### src/rtl/input_conditioner.sv
// Multi-channel input conditioner: per-channel N-flop synchronizer, optional
// debounce filter, and registered single-cycle rise/fall pulses.
module input_conditioner #(
  parameter int               WIDTH           = 8,
  parameter int               SYNC_STAGES     = 2,
  parameter int               DEBOUNCE_CYCLES = 16,
  parameter logic [WIDTH-1:0] RESET_VALUE     = '0
) (
  input  logic             clk_i,
  input  logic             rst_ni,
  input  logic [WIDTH-1:0] in_i,
  input  logic [WIDTH-1:0] debounce_en_i,
  output logic [WIDTH-1:0] level_o,
  output logic [WIDTH-1:0] rise_o,
  output logic [WIDTH-1:0] fall_o,
  output logic             any_change_o
);

  localparam int             CW      = $clog2(DEBOUNCE_CYCLES + 1);
  localparam logic [CW-1:0]  CNT_MAX = CW'(DEBOUNCE_CYCLES - 1);

  logic [WIDTH-1:0] r_sync [SYNC_STAGES];
  logic [CW-1:0]    r_cnt  [WIDTH];
  logic [WIDTH-1:0] r_level;
  logic [WIDTH-1:0] r_rise;
  logic [WIDTH-1:0] r_fall;
  logic             r_any;

  logic [WIDTH-1:0] w_sync_out;
  logic [WIDTH-1:0] w_next_level;
  logic [CW-1:0]    w_next_cnt [WIDTH];
  logic [WIDTH-1:0] w_rise;
  logic [WIDTH-1:0] w_fall;

  assign w_sync_out = r_sync[SYNC_STAGES-1];

  always_ff @(posedge clk_i or negedge rst_ni) begin
    if (!rst_ni) begin
      for (int k = 0; k < SYNC_STAGES; k++) begin
        r_sync[k] <= RESET_VALUE;
      end
    end else begin
      r_sync[0] <= in_i;
      for (int k = 1; k < SYNC_STAGES; k++) begin
        r_sync[k] <= r_sync[k-1];
      end
    end
  end

  // A differing sample only wins after DEBOUNCE_CYCLES consecutive disagreements.
  always_comb begin
    w_next_level = r_level;
    for (int i = 0; i < WIDTH; i++) begin
      w_next_cnt[i] = '0;
      if (!debounce_en_i[i]) begin
        w_next_level[i] = w_sync_out[i];
      end else if (w_sync_out[i] != r_level[i]) begin
        if (r_cnt[i] == CNT_MAX) begin
          w_next_level[i] = w_sync_out[i];
        end else begin
          w_next_cnt[i] = r_cnt[i] + CW'(1);
        end
      end
    end
  end

  assign w_rise = w_next_level & ~r_level;
  assign w_fall = ~w_next_level & r_level;

  always_ff @(posedge clk_i or negedge rst_ni) begin
    if (!rst_ni) begin
      r_level <= RESET_VALUE;
      r_rise  <= '0;
      r_fall  <= '0;
      r_any   <= 1'b0;
      for (int i = 0; i < WIDTH; i++) begin
        r_cnt[i] <= '0;
      end
    end else begin
      r_level <= w_next_level;
      r_rise  <= w_rise;
      r_fall  <= w_fall;
      r_any   <= |(w_rise | w_fall);
      for (int i = 0; i < WIDTH; i++) begin
        r_cnt[i] <= w_next_cnt[i];
      end
    end
  end

  assign level_o      = r_level;
  assign rise_o       = r_rise;
  assign fall_o       = r_fall;
  assign any_change_o = r_any;

endmodule

### config.mk
export PLATFORM = sky130hd
export DESIGN_NAME = input_conditioner
export DESIGN_NICKNAME = d
export VERILOG_FILES = /design/src/rtl/input_conditioner.sv
export SDC_FILE = /design/constraint.sdc
export NUM_CORES = 1
export LEC_CHECK = 0
export CAP_MARGIN = 20
export CORE_ASPECT_RATIO = 1.5
export CORE_MARGIN = 5
export CORE_UTILIZATION = 45
export DETAILED_ROUTE_END_ITERATION = 10
export PLACE_DENSITY_LB_ADDON = 0.3
export SETUP_SLACK_MARGIN = 0.05
export SLEW_MARGIN = 20
export SYNTH_ARGS = -nofsm -noshare
export SYNTH_HDL_FRONTEND = slang
export SYNTH_SLANG_ARGS = --single-unit
### constraint.sdc
create_clock -name clk_i -period 2.33 [get_ports clk_i]
set_clock_uncertainty 0.1 [all_clocks]
set_input_delay 0.699 -clock clk_i [delete_from_list [all_inputs] [get_ports clk_i]]
set_output_delay 0.699 -clock clk_i [all_outputs]
set_load 0.01 [all_outputs]
# After elaboration in Yosys (flattened, before gate mapping)
# Cells that the tools add are included.
# totals
reg_bits	81
word_cells	92
# op_classes
addsub	8
eq_ne	16
n_mux	48
bitwise_logic	5
n_reduce_logical	1
# ops
cell	n
$mux 5	24
$add 5x1->5 const B	8
$eq 5x4->1 const B	8
$mux 1	24
$and 8x8->8	2
$not 8->8	2
$ne 1x1->1	8
$or 8x8->8	1
$reduce_or 8->1	1

# Longest topological paths before layout
# Gate-level depths: netlist (run 1).
# logic_depth
ltp_word	8
ltp_mapped	7
mapped_depth_nobuf	7

# Worst setup path after synthesis (run 1)
# No wires, ideal clock.
# synth_timing
path_kind	reg-to-reg
startpoint	register r_cnt[30] (netlist name)
endpoint	register r_any, in the netlist any_change_o
setup_ns	0.127
t_arrival_ns	1.756
t_required_ns	2.103
slack_ns	0.347
stages_incl_launch_ff	8
n_path_buf	0
period_less_slack_ns	1.983
cell_sequence	dfrtp_1 > ha_1 > nand3_2 > o21ai_2 > mux2_2 > ha_1 > nand4_1 > or2_2
# synth_between
elab_chain_len	8
elab_cells_between_ends	9
cone_classes	1 x eq/ne; 3 x mux; 4 x bitwise; 1 x reduce/logical
# synth_lines
item	line_no	source
start, declared	23	logic [CW-1:0] r_cnt [WIDTH];
start signal, assigned by index	85	r_cnt[i] <= w_next_cnt[i];
$eq 5x4->1 (*)	58	if (r_cnt[i] == CNT_MAX) begin
$mux 1 (*)	58	
$mux 1 (*)	57	end else if (w_sync_out[i] != r_level[i]) begin
$mux 1 (*)	55	if (!debounce_en_i[i]) begin
named net w_next_level[1]	30	logic [WIDTH-1:0] w_next_level;
$not 8->8	68	assign w_fall = ~w_next_level & r_level;
$and 8x8->8	68	
$or 8x8->8 (*)	83	r_any <= |(w_rise | w_fall);
$reduce_or 8->1 (*)	83	
end signal, assigned	83	
end, declared	27	logic r_any;
# Mark *: on every way through the listed nets, which the timed path passes. The rest lies on a longest branch.

# Worst setup path in the final report (run 1)
# layout_timing
startpoint	input port debounce_en_i[4]
endpoint	register r_any, in the netlist any_change_o
# layout_between
elab_chain_len	5
elab_cells_between_ends	6
cone_classes	1 x mux; 4 x bitwise; 1 x reduce/logical
# layout_lines
item	line_no	source
start, declared	12	input logic [WIDTH-1:0] debounce_en_i,
$mux 1 (*)	55	
named net w_next_level[4]	30	
$not 8->8	68	
$and 8x8->8	68	
$or 8x8->8 (*)	83	
$reduce_or 8->1 (*)	83	
# Marked as above.

==> results_dict.tcl, run 1 <==
set metrics [dict create \
    tritoncts_buffers 9 \
    antenna_cells 0 \
    ys_seq_elements 81 \
    syn2layout_area_growth_pct 25.7 \
    finalCriticalPeriod_ns 2.18 \
    synth_area_per_cell_sq_um 13.7 \
    wirelength_um 5050 \
    final-max-slew-violation-count 0 \
    post_synth_inst_count 237 \
    netSwitchingFraction_pct 23.3 \
    wp_data_arrival_ns 2.31 \
    post_synth_num_cell_types 22 \
    finalInstanceArea_sq_mm 0.00409 \
    clk_pin_slew_worst_paths_ns 0.08 \
    timing_worst_slew_pin_value_ns 0.342 \
    synth.most_common_cell "sky130_fd_sc_hd__dfrtp_1" \
    route.met3.wl_um 226 \
    fillerInstances 600 \
    vias 1881 \
    netlist.area_leader.share_pct 62.3 \
    grt_pass1_wl_um 8710 \
    worstSetupPathType "in -> reg" \
    maxCapViolCount 0 \
    p_leak_nw 2.02 \
    yosysWarningCount 0 \
    upper_clock_frequency_limit_mhz 459 \
    hold_path.class "in -> async" \
    number_of_remaining_drc_errors 0 \
    critical_path_endpoint_category "flop" \
    initial_utilization_pct 45.6 \
    global_route.usage.total_pct 12.7 \
    die_ht_um 114 \
    synthTopCellsByCount "sky130_fd_sc_hd__dfrtp_1 (81), sky130_fd_sc_hd__ha_1 (24), sky130_fd_sc_hd__nor2_1 (24)" \
    dominantRegCellSynth "sky130_fd_sc_hd__dfrtp_1" \
    clock_power_share_pct 35.7 \
    whs_ns 0.153 \
    max_slew_margin_pct 77.2 \
    timing.critical_path.required_ns 2.46 \
    rsz0062_at_grt "false" \
    synth_edf_count 0 \
    routed-wl-met2_um 2550 \
    highest_routed_layer "met4" \
    combinationalPowerShare_pct 11.7 \
    cp_max_fo 4 \
    postCtsSetupRepairBufs 0 \
    rows 38 \
    synth_largest_area_cell "sky130_fd_sc_hd__dfrtp_1" \
    num_io_pins 43 \
    fp.coreArea_sq_mm 0.00713 \
    worstSetupStartpointType "input port" \
    grt_antenna_before_repair 0 \
    setup-violations-final 0 \
    rr_worst_depth 7 \
    gp_congestion 0.715 \
    design.final.nets 345 \
    tritoncts_num_sinks 81 \
    seq_power_share_pct 52.6 \
    dieArea_sq_mm 0.00907 \
    die_width_um 79.5 \
    port-buffer-count 42 \
    dr.pass1.iters 2 \
    synth_async_sr_flop_share_pct 100 \
    m1WireLength_um 2130 \
    number_of_global_route_vias_before_repair 2024 \
    final_layout_size_suffix_gt1_share_pct 17.5 \
    dp_cells 372 \
    hold_viol_final 0 \
    via_per_inst 4.85 \
    cts.repair.resized 0 \
    pin_count_of_the_biggest_net_entering_global_routing 40 \
    layout_cells_excl_fill 388 \
    placedInstanceArea_sq_mm 0.00388 \
    ant_nets 0 \
    setup.reg_to_reg.worst_slack_ns 0.21 \
    final_worst_path_cycle_share_pct 93.5 \
    overflow 0 \
    total_switching_power_w 0.000683 \
    worst_skew_pair.late_latency_ns 0.34 \
    dr.first_iter.drc_count 55 \
    ctsLongestPathBuffers 2 \
    synth.area.top_cells "sky130_fd_sc_hd__dfrtp_1 (62%), sky130_fd_sc_hd__ha_1 (9.2%), sky130_fd_sc_hd__xor2_1 (6.2%), sky130_fd_sc_hd__nor2_1 (2.8%), sky130_fd_sc_hd__mux2i_1 (2.5%)" \
    totalPowerFinal_w 0.00294 \
    place_hpwl_um 3730 \
    synthesis.nets 279 \
    cts-hold-fix-buffers 0 \
    htreeDepth 3 \
    avgRoutedWirePerCell_um 13.0 \
    synth_seq_area_share_pct 62.3 \
    internal_w 0.00225 \
    cts_tree "yes" \
    ir_worst_vdd_mv 0.416 \
    cts_root_buf "sky130_fd_sc_hd__clkbuf_8" \
    power_density_mw_per_mm2 717 \
    syn-cell-area_sq_mm 0.00326 \
    run_status "finished clean" \
]
[power groups by stage]
stage / Combinational (W) / Sequential (W) / Clock [W]
after CTS: 0.000357 / 0.00155 / 0.00109
after floorplan: 0.000128 / 0.00158 / 0
after global placement: 0.000345 / 0.00157 / 0
after global routing: 0.000392 / 0.00156 / 0.00114
after detailed placement: 0.000356 / 0.00157 / 0
final: 0.000345 / 0.00154 / 0.00105
[state kept, by name, summed over array words and instances (netlist names)]
name	cells
w_sync_out	8
r_cnt	40
rise_o	8
fall_o	8
level_o	8
r_sync	8
any_change_o	1
[critical path, stage by stage]
cell and delay, ns:
sky130_fd_sc_hd__clkdlybuf4s50_1 0.48, sky130_fd_sc_hd__o21ai_2 0.12, sky130_fd_sc_hd__mux2_2 0.37, sky130_fd_sc_hd__ha_1 0.27, sky130_fd_sc_hd__nand4_1 0.09, sky130_fd_sc_hd__or2_2 0.29
[layer usage]
metal | track usage [%] | vias to the layer above
li1 | - | 933
met1 | 14.8 | 909
met2 | 20.2 | 30
met3 | 3.15 | 9
met4 | 9.06 | 0
met5 | 0 | -
[logic make-up after synthesis]
logic type / count (synthesis) / synth area share, %
adders and majority gates: 24 / 9.22
and+or+nand+nor: 61 / 11.0
muxes: 16 / 5.23
buffers and inverters: 15 / 1.73
xor gates and xnor gates: 24 / 6.46
AOI/OAI and AO/OA: 16 / 4.15
DFF: 81 / 62.3
[metrics by stage]
stage	worst slack [ns]	util, %	TNS (ns)
global placement	-0.199	54.5	-0.199
global route	0.0537	57.4	0
floorplan	0.347	-	0
detailed placement	-0.227	54.5	-0.227
finish	0.152	57.4	0
CTS	0.117	57.4	0
[layout by cell type, fill, tap and decap left out, drive strengths merged, types with 14 or more instances in the layout]
cell type	count
xor2	23
buf	14
nor2	25
inv	15
clkdlybuf4s50	40
clkbuf	14
nand3	16
ha	24
dfrtp	81
[layout make-up]
class                           count  area, sq um  share of cell area (%)
Timing Repair Buffer               55          531                    13.0
Tap cell                           80          100                    2.44
Sequential cell                    81         2030                    49.5
Inverter                           15         56.3                    1.38
Multi-Input combinational cell    141         1170                    28.6
Clock inverter                      2         35.0                   0.856
Clock buffer                       14          173                    4.22
[worst paths after layout]
kind,start,endpoint
setup / recovery,debounce_en_i[4],any_change_o
hold / removal,rst_ni,r_sync[10]
max in group asynchronous,rst_ni,r_cnt[32]
setup reg to reg,r_cnt[0],any_change_o
min in group clk_i,r_sync[9],w_sync_out[1]
hold reg to reg,r_sync[9],w_sync_out[1]
(Power assumes the default switching activity.)
==> inputs of run 2 (changes only) <==
- CORE_UTILIZATION: 45 -> 54
==> results_dict.tcl, run 2 (synthesized netlist as in run 1, its figures left out) <==
set metrics [dict create \
    p_leak_nw 2.01 \
    mostFrequentLayoutCell "sky130_fd_sc_hd__dfrtp_1" \
    htreeDepth 3 \
    gr-usage-met1_pct 18.3 \
    cp_max_fo 6 \
    grt_pass1_wl_um 8860 \
    hold_path.class "in -> async" \
    final_cell_mix "sky130_fd_sc_hd__dfrtp_1 (81), sky130_fd_sc_hd__clkdlybuf4s50_1 (41), sky130_fd_sc_hd__nor2_1 (24), sky130_fd_sc_hd__ha_1 (24), sky130_fd_sc_hd__xor2_1 (23)" \
    dr.pass1.iters 4 \
    overflow 0 \
    grtUsageMet3_pct 2.79 \
    netSwitchingFraction_pct 24.4 \
    gp_congestion 0.777 \
    maxCapViolCount 0 \
    seq_power_share_pct 56.3 \
    cts-hold-fix-buffers 0 \
    number_of_remaining_drc_errors 0 \
    ir_worst_vdd_mv 0.495 \
    setup-violations-final 0 \
    fp.coreArea_sq_mm 0.00583 \
    internal_w 0.00208 \
    crit_family "buffers and inverters" \
    critPathMaxStageDelay_ns 0.58 \
    gr-max-usage-layer "met2" \
    layout_cells_excl_fill 382 \
    die_ht_um 105 \
    via_per_inst 4.99 \
    place_hpwl_um 3840 \
    cp_cell_sequence "clkdlybuf4s50_1" \
    largest_register_ffs 40 \
    initial_utilization_pct 55.9 \
    total_switching_power_w 0.000670 \
    wp_data_arrival_ns 1.37 \
    wirelength_um 5070 \
    syn2layout_area_growth_pct 24.6 \
    num_io_pins 43 \
    ant_nets 0 \
    worstSetupStartpointType "flop" \
    global_route.usage.total_pct 15.0 \
    dp_cells 367 \
    die_width_um 73.4 \
    critPathBufInv 1 \
    run_status "finished clean" \
    final_layout_size_suffix_gt1_share_pct 18.4 \
    tritoncts_buffers 9 \
    ctsLongestPathBuffers 2 \
    cts_root_buf "sky130_fd_sc_hd__clkbuf_8" \
    rows 34 \
    avgRoutedWirePerCell_um 13.3 \
    pin_count_of_the_biggest_net_entering_global_routing 38 \
    final-max-slew-violation-count 0 \
    largest-register "r_cnt" \
    clk_pin_slew_worst_paths_ns 0.07 \
    number_of_global_route_vias_before_repair 2031 \
    critical_path_endpoint_category "primary output" \
    postCtsSetupRepairBufs 0 \
    antenna_cells 0 \
    timing_worst_slew_pin_value_ns 0.372 \
    upper_clock_frequency_limit_mhz 461 \
    port-buffer-count 42 \
    finalCriticalPeriod_ns 2.17 \
    use_met2_pct 24.5 \
    timing.critical_path.required_ns 1.53 \
    hold_viol_final 0 \
    combinationalPowerShare_pct 12.6 \
    grt_antenna_before_repair 0 \
    vias 1906 \
    whs_ns 0.167 \
    worst_path_max_delay_cell "sky130_fd_sc_hd__clkdlybuf4s50_1" \
    power_density_mw_per_mm2 677 \
    worstSetupPathType "reg -> out" \
    cts.repair.resized 0 \
    dieArea_sq_mm 0.00771 \
    worst_skew_pair.late_latency_ns 0.34 \
    tritoncts_num_sinks 81 \
    clock_power_share_pct 31.0 \
    design.final.nets 348 \
    dr.first_iter.drc_count 62 \
    rsz0062_at_grt "false" \
    cts_tree "yes" \
    final_core_util_pct 69.6 \
    final_worst_path_cycle_share_pct 93.2 \
    max_slew_margin_pct 75.2 \
]
-- run 2: cell count changes in the layout (fill, tap and decap cells not counted), sizes merged --
cell,change
clkinv,+3
bufinv,-1
clkdlybuf4s50,+1
buf,+3
clkbuf,-3
dlymetal6s2s,-1
-- run 2: path summary, 6_finish.rpt --
check	startpoint	end	slack (ns)	depth (start not counted)
max in group asynchronous	rst_ni	r_cnt[37]	1.39	2
worst max-delay path	level_o[4]	level_o[4]	0.16	1
worst max register to register	r_cnt[25]	any_change_o	0.19	7
min in group clk_i	r_sync[12]	w_sync_out[4]	0.25	0
worst min register to register	r_sync[12]	w_sync_out[4]	0.25	0
worst min-delay path	rst_ni	r_cnt[12]	0.17	1
-- run 2: through the flow --
| stage | setup WS, ns | TNS [ns] | power (W) | instance area, sq um |
|---|---|---|---|---|
| floorplan | 0.347 | 0 | 0.00171 | 3260 |
| global placement | -0.195 | -0.195 | 0.00192 | 3900 |
| detailed placement | -0.182 | -0.182 | 0.00193 | 3900 |
| CTS | 0.123 | 0 | 0.00279 | 4060 |
| global route | 0.0575 | 0 | 0.00290 | 4060 |
| finish | 0.159 | 0 | 0.00275 | 4060 |
-- run 2: power by group through the flow --
| stage | Clock (W) | Sequential (W) | Combinational (W) |
|---|---|---|---|
| 6_report | 0.000852 | 0.00155 | 0.000347 |
| 5_1_grt | 0.000943 | 0.00156 | 0.000396 |
| 4_1_cts | 0.000882 | 0.00155 | 0.000358 |
| 3_5_place_dp | 0 | 0.00158 | 0.000355 |
| 3_3_place_gp | 0 | 0.00157 | 0.000347 |
| 2_1_floorplan | 0 | 0.00158 | 0.000128 |
-- run 2: metal layers --
layer / vias to the layer above / wire length (um)
met2: 37 / 2670
met4: 0 / 108
met5: - / 0
met3: 8 / 240
li1: 940 / -
met1: 921 / 2050
-- run 2: area by class of cell --
cell class	count	area, sq um
multi-input combinational	141	1170
tap	72	90.1
clock inverter	4	20.0
clock buffer	11	141
fill	426	1770
sequential	81	2030
inverter	15	56.3
timing repair buffer	58	551
==> edit 1 (config.mk and constraints of run 1) <==
Make the reset (`rst_ni`) synchronous in 2 clocked blocks.
--- a/src/rtl/input_conditioner.sv
+++ b/src/rtl/input_conditioner.sv
@@ -34,7 +34,7 @@
 
   assign w_sync_out = r_sync[SYNC_STAGES-1];
 
-  always_ff @(posedge clk_i or negedge rst_ni) begin
+  always_ff @(posedge clk_i) begin
     if (!rst_ni) begin
       for (int k = 0; k < SYNC_STAGES; k++) begin
         r_sync[k] <= RESET_VALUE;
@@ -67,7 +67,7 @@
   assign w_rise = w_next_level & ~r_level;
   assign w_fall = ~w_next_level & r_level;
 
-  always_ff @(posedge clk_i or negedge rst_ni) begin
+  always_ff @(posedge clk_i) begin
     if (!rst_ni) begin
       r_level <= RESET_VALUE;
       r_rise  <= '0;
Behaviour: differs if rst_ni is asserted again (counterexample within 4 cycles, from zero or initial values and one cycle with rst_ni low); with rst_ni held inactive, the same outputs for 10 cycles.
==> edit 1 against run 1 <==
Sequential cell count did not move; setup slack improved by 0.0076 ns; area after synthesis fell by 6.0%; cell area fell by 4.9%; global-route usage fell by 1.0 points; wire length fell by 9.1%.
Power is not compared: it rests on default switching activity, and its combinational part moved more than twofold at a synthesized area within 25%.
==> edit 1: results (changes against run 1) <==
status completed (unchanged); initial antenna violation count 0 (unchanged); clock buffer depth 2 (unchanged); Initial DRC Count 45 (was 55); net count after synthesis 347 (was 279); synth top area cells dfxtp_1 (53%), ha_1 (13%), and2_1 (6.5%) (was dfrtp_1 (62%), ha_1 (9.2%), xor2_1 (6.2%)); crit path DAT 1.37 ns (was 2.31 ns); syn avg cell area 10.3 µm² (was 13.7 µm²); Worst Max-Slew Pin Slew 0.188 ns (was 0.342 ns); Seq/Total Area, Yosys 53.0% (was 62.3%); hold crit path type flip-flop to flip-flop (was input port to async pin); vias post-DR 1966 (was 1881); first-pass GRT wire length 8050 µm (was 8710 µm); placed cells 418 (was 372); DP HPWL 3350 µm (was 3730 µm); pin count of the biggest net entering global routing 49 (was 40); Routed WL 4590 µm (was 5050 µm); Post-layout nets 406 (was 345); clock transition at the registers of the reported paths 0.08 ns (about the same); WL/cell 10.5 µm (was 13.0 µm); ratio of cells with drive above 1 in the final layout 9.42% (was 17.5%); gpl congestion 0.718 (was 0.715); Primary FF master, synth dfxtp_1 (was dfrtp_1); Power Clock roughly 1.1 mW; 1st-pass router iterations 3 (was 2); Max VDD drop 0.465 mV; filler cell count 565 (was 600); port buffer count 42 (unchanged); Distinct cells, synth 17 (was 22); ys async rst share 0% (was 100%); switching part of the total 20.9%; slowest stage delay, CP 0.58 ns (was 0.48 ns); Commonest cells post-synth dfxtp_1 (81), nor2_1 (40), and2_1 (32), ha_1 (32), inv_1 (32) (was dfrtp_1 (81), ha_1 (24), nor2_1 (24)); Crit Path Max Fanout 5 (was 4); Num CTS Buffers 9 (unchanged); total track usage 11.7% (was 12.7%); htree depth 3 (unchanged); Top delay family on crit path buffers and inverters (unchanged); Largest regs r_cnt x40, r_sync x16
[edit 1: cells by family (layout without fill, tap and decap cells)]
logic type	count (synthesis)	after routing	synth area share, %
AOI/OAI and AO/OA	1	1	0.245
xor gates and xnor gates	24	24	6.87
adders and majority gates	32	32	13.1
buffers and inverters	37	101	4.58
DFF	81	81	53.0
muxes	8	8	2.62
and+or+nand+nor	114	114	19.6
[edit 1: path summary, 6_finish.rpt]
kind,start,endpoint,slack [ns],cells after the start
worst max-delay path,level_o[6],level_o[6],0.16,1
worst min-delay path,r_cnt[0][0],r_cnt[0][0],0.32,1
worst max register to register,r_cnt[1][5],any_change_o,0.19,9
worst min register to register,r_cnt[0][0],r_cnt[0][0],0.32,1
[edit 1: routing by layer]
metal	wire length (µm)	GRT usage (%)
met1	1940	11.4
met2	2300	20.8
met3	223	3.58
met4	126	7.57
met5	0	0
[edit 1: what timing repair did]
action                     CTS  global route
setup endpoints to repair    0             1
buffers inserted             0             3
gates resized for setup      0             6
[edit 1: stage by stage]
stage | cell area [µm²] | TNS, ns | utilization, % | worst slack, ns | hold WS (ns)
floorplan | 3060 | 0 | - | 0.254 | 0.312
global placement | 3630 | -0.131 | 55.2 | -0.131 | 0.315
detailed placement | 3630 | -0.171 | 55.2 | -0.171 | 0.320
CTS | 3860 | 0 | 58.6 | 0.119 | 0.338
global route | 3890 | 0 | 59.2 | 0.0575 | 0.353
finish | 3890 | 0 | 59.2 | 0.159 | 0.317
[edit 1: layout make-up]
type,count,area [µm²],area share (%)
clock buffers,10,138,3.53
clock inverters,6,91.3,2.35
inverters,32,120,3.08
multi-input cells,179,1310,33.7
flip-flops and latches,81,1620,41.7
well taps,76,95.1,2.44
repair buffers,53,515,13.2
==> edit 2 (settings of run 1) <==
Without the edit above. `DEBOUNCE_CYCLES`: 16 -> 8.
--- a/src/rtl/input_conditioner.sv
+++ b/src/rtl/input_conditioner.sv
@@ -3,7 +3,7 @@
 module input_conditioner #(
   parameter int               WIDTH           = 8,
   parameter int               SYNC_STAGES     = 2,
-  parameter int               DEBOUNCE_CYCLES = 16,
+  parameter int               DEBOUNCE_CYCLES = 8,
   parameter logic [WIDTH-1:0] RESET_VALUE     = '0
 ) (
   input  logic             clk_i,
Formal check against the unedited RTL: no difference found for any inputs over 10 cycles, from zero or initial values and one cycle with rst_ni low; that may be too few to reach the edited logic, so the function may still have changed.
==> edit 2 against run 1 <==
Wire length shrank 4.1%; sequential power shrank 8%; fmax grew 0.77%; power shrank 8.5%; count of clock-buffer cells in the layout shrank 1; cell area shrank 7.2%; sequential cell count shrank 8; setup slack gained 0.017 ns; area after synthesis shrank 8.8%; critical path type is now flip-flop to output pin.
==> edit 2: results (changes against run 1) <==
status completed (unchanged); GR Util met1 13.9% (was 14.8%); slowest stage delay, CP 0.58 ns (was 0.48 ns); placed cells 356 (was 372); Initial DRC Count 31 (was 55); DP Area 0.00361 mm² (was 0.00388 mm²); crit path DAT 1.36 ns (was 2.31 ns); gpl congestion 0.770 (was 0.715); pin count of the biggest net entering global routing 30 (was 40); pre-CTS setup slack -0.169 ns (was -0.227 ns); Worst Max-Slew Pin Slew 0.510 ns (was 0.342 ns); net count after synthesis 266 (was 279); number of global-route vias before repair 1955 (was 2024); multi-input combinational area share 29.3% (was 28.6%); ratio of cells with drive above 1 in the final layout 14.2% (was 17.5%); vias post-DR 1820 (was 1881); bufs w/o clock 56 (was 55); 1st-pass router iterations 4 (was 2); non-clock inverter count 8 (was 15); DP HPWL 3610 µm (was 3730 µm); Max VDD drop 0.448 mV (was 0.416 mV); met3 layer wire length in the routed design 253 µm (was 226 µm); Commonest cells post-synth dfrtp_1 (73), nor2_1 (28), ha_1 (24) (was dfrtp_1 (81), ha_1 (24), nor2_1 (24)); filler cell count 566 (was 600); GRT met3 Usage 4.10% (was 3.15%); max reg flops 32 (was 40); Distinct cells, synth 16 (was 22); first-pass GRT wire length 8600 µm (was 8710 µm); gate count after technology mapping 224 (was 237); Pleak 1.90 nW (was 2.02 nW); Routed WL 4840 µm (was 5050 µm); Seq/Total Area, Yosys 61.5% (was 62.3%)
-- edit 2: cell types whose count changed in the layout (fill, tap and decap cells not counted), moves of 5 or more --
cell | before | now
o211ai_1 | 7 | 2
dfrtp_1 | 81 | 73
xor2_1 | 23 | 12
nand2_1 | 2 | 14
inv_1 | 15 | 8
mux2_2 | 5 | 0
xnor2_1 | 1 | 6
and4_1 | 6 | 0
mux2_1 | 3 | 8
nand3_2 | 8 | 0
nor3_2 | 0 | 6
mux2i_1 | 8 | 14
-- edit 2: kinds of logic after synthesis --
group / after synthesis / share of synthesized area (%)
DFF: 73 / 61.5
and+or+nand+nor: 69 / 11.4
adders and majority gates: 24 / 10.1
muxes: 22 / 7.75
xor gates and xnor gates: 18 / 5.31
AOI/OAI and AO/OA: 10 / 2.87
buffers and inverters: 8 / 1.01
-- edit 2: per-stage QoR --
step                      power, mW  TNS, ns
after floorplan                1.56        0
after CTS                      2.74        0
after detailed placement       1.78   -0.169
after global placement         1.77   -0.172
after global routing           2.84        0
final                          2.69        0
-- edit 2: where the power goes --
group          internal [mW]  total (mW)  switching (mW)
registers               1.35        1.41          0.0612
clock network          0.522       0.941           0.420
logic                  0.184       0.334           0.150
total                   2.05        2.69           0.631
-- edit 2: path summary, 6_finish.rpt --
path	from	end	slack (ns)	cells after the start
worst max-delay path	level_o[1]	level_o[1]	0.17	1
worst min-delay path	rst_ni	r_cnt[18]	0.23	1
worst max register to register	r_cnt[12]	any_change_o	0.27	7
worst min register to register	r_sync[9]	w_sync_out[1]	0.25	0
max in group asynchronous	rst_ni	level_o[4]	1.38	2
min in group clk_i	r_sync[9]	w_sync_out[1]	0.25	0
